[config.mk]
export PLATFORM = sky130hd
export DESIGN_NAME = dcm_reset_sequencer
export DESIGN_NICKNAME = d
export VERILOG_FILES = /design/src/rtl/dcm_reset_sequencer.sv
export SDC_FILE = /design/constraint.sdc
export NUM_CORES = 1
export LEC_CHECK = 0
export CAP_MARGIN = 25
export CORE_MARGIN = 2
export CORE_UTILIZATION = 50
export DETAILED_ROUTE_END_ITERATION = 12
export MAX_ROUTING_LAYER = met4
export PLACE_DENSITY = 0.82
export SYNTH_ARGS = -nofsm -noshare
export SYNTH_HDL_FRONTEND = slang
export SYNTH_SLANG_ARGS = --single-unit
export TNS_END_PERCENT = 20
[constraint.sdc]
create_clock -name inClock -period 1.9 [get_ports inClock]
set_input_delay 0.285 -clock inClock [delete_from_list [all_inputs] [get_ports inClock]]
set_output_delay 0.285 -clock inClock [all_outputs]
set_load 0.05 [all_outputs]
[src/rtl/dcm_reset_sequencer.sv]
// DCM reset/lock sequencer: pulses DCM RST, waits for a stable LOCKED, then releases core reset.
// Optional macro CLKIN_STOP_DETECT_EN adds the inStatus port and treats CLKIN-stopped as a lock loss.
module dcm_reset_sequencer #(
  parameter int unsigned RST_CYCLES    = 4,
  parameter int unsigned LOCK_TIMEOUT  = 50000,
  parameter int unsigned STABLE_CYCLES = 1024,
  parameter int unsigned MAX_RETRIES   = 3,
  parameter int unsigned CNT_W         = 8
) (
  input  logic             inClock,
  input  logic             inReset,
  input  logic             locked,
`ifdef CLKIN_STOP_DETECT_EN
  input  logic [7:0]       inStatus,
`endif
  output logic             dcmReset,
  output logic             sysReset_n,
  output logic [CNT_W-1:0] relockCount,
  output logic             failed
);

  localparam int unsigned CYC_MAX_A = (RST_CYCLES > LOCK_TIMEOUT) ? RST_CYCLES : LOCK_TIMEOUT;
  localparam int unsigned CYC_MAX   = (CYC_MAX_A > STABLE_CYCLES) ? CYC_MAX_A : STABLE_CYCLES;
  localparam int          CYC_W     = $clog2(CYC_MAX + 1);
  localparam int          RTY_W     = $clog2(MAX_RETRIES + 1);

  localparam logic [CYC_W-1:0] CYC_ONE      = CYC_W'(1);
  localparam logic [CYC_W-1:0] RST_LAST     = CYC_W'(RST_CYCLES - 1);
  localparam logic [CYC_W-1:0] TIMEOUT_LAST = CYC_W'(LOCK_TIMEOUT - 1);
  localparam logic [CYC_W-1:0] STABLE_LAST  = CYC_W'(STABLE_CYCLES - 1);
  localparam logic [RTY_W-1:0] RTY_ONE      = RTY_W'(1);
  localparam logic [RTY_W-1:0] RTY_LIMIT    = RTY_W'(MAX_RETRIES);
  localparam logic [CNT_W-1:0] CNT_ONE      = CNT_W'(1);
  localparam logic [CNT_W-1:0] CNT_MAX      = {CNT_W{1'b1}};

  localparam logic [2:0] S_DCM_RST   = 3'd0;
  localparam logic [2:0] S_WAIT_LOCK = 3'd1;
  localparam logic [2:0] S_STABLE    = 3'd2;
  localparam logic [2:0] S_RUN       = 3'd3;
  localparam logic [2:0] S_FAIL      = 3'd4;

  logic             r_lock_meta;
  logic             r_lock_s;
  logic [2:0]       r_state;
  logic [CYC_W-1:0] r_cyc_cnt;
  logic [RTY_W-1:0] r_retry_cnt;
  logic [CNT_W-1:0] r_relock_cnt;
  logic             r_dcm_reset;
  logic             r_sys_reset_n;
  logic             r_failed;

  logic             w_lock_loss;
  logic [2:0]       w_state_nxt;
  logic [CYC_W-1:0] w_cyc_nxt;
  logic [RTY_W-1:0] w_retry_nxt;
  logic [RTY_W-1:0] w_retry_inc;
  logic             w_relock_inc;

  function automatic logic [CNT_W-1:0] sat_inc(input logic [CNT_W-1:0] v);
    return (v == CNT_MAX) ? v : v + CNT_ONE;
  endfunction

`ifdef CLKIN_STOP_DETECT_EN
  logic r_stop_meta;
  logic r_stop_s;

  // STATUS[1] (CLKIN stopped) is asynchronous to inClock, same as LOCKED.
  always_ff @(posedge inClock) begin
    if (!inReset) begin
      r_stop_meta <= 1'b0;
      r_stop_s    <= 1'b0;
    end else begin
      r_stop_meta <= inStatus[1];
      r_stop_s    <= r_stop_meta;
    end
  end

  assign w_lock_loss = ~r_lock_s | r_stop_s;
`else
  assign w_lock_loss = ~r_lock_s;
`endif

  always_ff @(posedge inClock) begin
    if (!inReset) begin
      r_lock_meta <= 1'b0;
      r_lock_s    <= 1'b0;
    end else begin
      r_lock_meta <= locked;
      r_lock_s    <= r_lock_meta;
    end
  end

  assign w_retry_inc = r_retry_cnt + RTY_ONE;

  always_comb begin
    w_state_nxt  = r_state;
    w_cyc_nxt    = r_cyc_cnt;
    w_retry_nxt  = r_retry_cnt;
    w_relock_inc = 1'b0;
    case (r_state)
      S_DCM_RST: begin
        if (r_cyc_cnt == RST_LAST) begin
          w_state_nxt = S_WAIT_LOCK;
          w_cyc_nxt   = '0;
        end else begin
          w_cyc_nxt = r_cyc_cnt + CYC_ONE;
        end
      end
      S_WAIT_LOCK: begin
        // Lock is checked first so a lock arriving on the timeout cycle wins.
        if (r_lock_s) begin
          w_state_nxt = S_STABLE;
          w_cyc_nxt   = '0;
        end else if (r_cyc_cnt == TIMEOUT_LAST) begin
          w_cyc_nxt   = '0;
          w_retry_nxt = w_retry_inc;
          w_state_nxt = (w_retry_inc == RTY_LIMIT) ? S_FAIL : S_DCM_RST;
        end else begin
          w_cyc_nxt = r_cyc_cnt + CYC_ONE;
        end
      end
      S_STABLE: begin
        if (w_lock_loss) begin
          w_state_nxt = S_WAIT_LOCK;
          w_cyc_nxt   = '0;
        end else if (r_cyc_cnt == STABLE_LAST) begin
          w_state_nxt = S_RUN;
          w_cyc_nxt   = '0;
          w_retry_nxt = '0;
        end else begin
          w_cyc_nxt = r_cyc_cnt + CYC_ONE;
        end
      end
      S_RUN: begin
        if (w_lock_loss) begin
          w_state_nxt  = S_DCM_RST;
          w_cyc_nxt    = '0;
          w_relock_inc = 1'b1;
        end
      end
      S_FAIL: begin
        w_state_nxt = S_FAIL;
      end
      default: begin
        w_state_nxt = S_DCM_RST;
        w_cyc_nxt   = '0;
      end
    endcase
  end

  // Outputs are decoded from the next state so they change on the same edge as the state.
  always_ff @(posedge inClock) begin
    if (!inReset) begin
      r_state       <= S_DCM_RST;
      r_cyc_cnt     <= '0;
      r_retry_cnt   <= '0;
      r_relock_cnt  <= '0;
      r_dcm_reset   <= 1'b1;
      r_sys_reset_n <= 1'b0;
      r_failed      <= 1'b0;
    end else begin
      r_state       <= w_state_nxt;
      r_cyc_cnt     <= w_cyc_nxt;
      r_retry_cnt   <= w_retry_nxt;
      r_dcm_reset   <= (w_state_nxt == S_DCM_RST);
      r_sys_reset_n <= (w_state_nxt == S_RUN);
      r_failed      <= (w_state_nxt == S_FAIL);
      if (w_relock_inc) begin
        r_relock_cnt <= sat_inc(r_relock_cnt);
      end
    end
  end

  assign dcmReset    = r_dcm_reset;
  assign sysReset_n  = r_sys_reset_n;
  assign relockCount = r_relock_cnt;
  assign failed      = r_failed;

endmodule
==> metrics.cfg <==
[floorplanning]
fp.dieArea_um2=4500
coreArea_um2=3740
start_util=0.531
row_count=22
chipWidth_um=67.1
dieHeight_um=67.1
pin_count=14

[layout]
layout_common_cells=buf_4, dfxtp_1, nand2_1
area_growth_pct=31.4
final_area_um2=2620
layout-drive-gt1-share=0.283
n_antenna_cell=0
fin_nets=284
stdcell_count=327
final_common_cell=buf_4
final_util=0.699

[critical_path]
crit_type=register to register
cp_slowest_cell=or4_4
crit_path_start=r_cyc_cnt[14]
cp_top_family=simple AND/OR/NAND/NOR gates
setup.worst_path.start_class=register
r2r-start=r_cyc_cnt[14]
cp_cell_sequence=or4_4 > o41ai_4 > buf_4 > nor3b_4 > o21ai_4 > buf_4 > o211ai_2
cp.arrival_ps=2150
crit_buf_inv=2
cp.required_ps=2080
critPathCaptureType=register
slowest_delay_ps=570
crit_fanout=7
crit_top_cell=buf_4

[clock_network]
postCtsHoldBufs=0
clkLatencyLatePin_ps=300
cts_max_level=2
cts_buffer_depth=2
clock_sinks=34
cts_tree=done
root_buffer=clkbuf_8
cts_buffers=5
clkTransAtPathRegs_ps=70

[power]
seqPwrFrac=0.466
p_int_mw=1.20
powerDensity_nw_per_um2=615
ir_drop_v=0.000447
p_leak_nw=1.05
pwr-share-clk=0.396
swShare=0.251
p_total_mw=1.61
p_switching_mw=0.404
power_frac_comb=0.138

[synthesis]
yosys_warnings=0
ys_ff_latch=34
synth_nets=235
synth_enable_flop_cells=0
synthArstFlopShare=0
postSynthAreaPerCell_um2=8.69
synth_top_area_cell=dfxtp_1
synth_flop_cell=dfxtp_1
yosysSeqAreaShare=0.342
synth_cell_types=55
synth_top_area_share=0.342
netlist_instances=229
synth_area_um2=1990
synth_area_leaders=dfxtp_1, nand2_1, and2_1, o211ai_2, nand3_1

[global_routing]
grt_antenna_before_repair=0
grt_overflow=0
grt_pass1_wl_um=7770
grt_max_degree=17
grt_pass1_vias=1706
grt_usage=0.237

[sta]
finalSetupViolCount=13
hold_ws_ps=453
timing.final.crit_share=1.04
skew_ps=5.23
max_freq_ghz=0.507
grt_setup_unrepaired=true
relSlewSlack=0.657
drv_slew=0
post-route-min-period_ps=1970
finalHoldViolations=0
finalSetupTns_ps=-597
fin_ws_ps=-71.0
worst_pin_slew_ps=513

[routing]
vias_per_cell=5.79
ant_nets=0
routedWlPerCell_um=15.0
drc=0
vias=1892
firstDrtPassIters=4
drtIter0Drc=124
drt-total-wl_um=4900

[placed_design]
gp_congestion=0.952
port_buffers=13
place_ws_ps=-159
placed_cell_area_um2=2380
dp_cells=311
hpwl_um=3350

[worst_hold_path]
hp-start=r_lock_meta
hp-class=register to register

[status]
run_status=finished with violations
violations=setup timing

[flow_run]
maxCapViolCount=0

synthesized netlist by cell type, drive strengths merged (7+ instances only):
master and instances:
o211ai 10, buf 8, nand2 28, nor2b 7, nor3 11, inv 8, nor2 8, and2 13
o21ai 15, nand3 14, dfxtp 34, xor2 7
final cells by class:
class,instances,area (um^2)
well taps,48,60.1
multi-input cells,174,1270
inverters,8,30.0
fillers,288,1130
flip-flops and latches,34,684
repair buffers,55,462
clock buffers,8,110
cell families after synthesis:
| group | synth area share |
|---|---|
| flip-flops | 0.342 |
| AND/OR/NAND/NOR | 0.327 |
| buffers and inverters | 0.0553 |
| multiplexers | 0.00503 |
| AO/OA/AOI/OAI | 0.212 |
| adder cells (fa/ha/maj) | 0.0189 |
| XOR/XNOR | 0.0396 |
final timing paths:
check	cells past startpoint	slack, ps	to
setup / recovery	7	-70	r_cyc_cnt[13]
hold / removal	1	450	r_lock_s
setup reg to reg	7	-70	r_cyc_cnt[13]
hold reg to reg	1	450	r_lock_s
per-layer routing:
| layer | GRT usage | wire [um] | vias up |
|---|---|---|---|
| met5 | - | 0 | - |
| met4 | 0.0944 | 92 | 0 |
| met3 | 0.0439 | 182 | 9 |
| met2 | 0.395 | 2420 | 46 |
| met1 | 0.281 | 2210 | 910 |
| li1 | - | - | 927 |
state kept, by name (all words and copies together) (netlist names):
name	flops
r_state	3
r_lock_meta	1
sysReset_n	1
r_cyc_cnt	16
dcmReset	1
r_retry_cnt	2
r_lock_s	1
relockCount	8
failed	1
power groups by stage:
stage          logic (mW)  clock network, mW  registers, mW
6_report            0.222              0.637          0.749
5_1_grt             0.243              0.675          0.751
4_1_cts             0.196              0.645          0.745
3_5_place_dp        0.190                  0          0.761
3_3_place_gp        0.189                  0          0.760
2_1_floorplan       0.128                  0          0.763
repair_timing:
| action | CTS | global route |
|---|---|---|
| pin swaps | 4 | 13 |
| endpoints found under the setup margin | 15 | 22 |
| resized for setup | 2 | 8 |
| cloned | 0 | 1 |
| buffers inserted | 2 | 5 |
(Power assumes the default switching activity.)
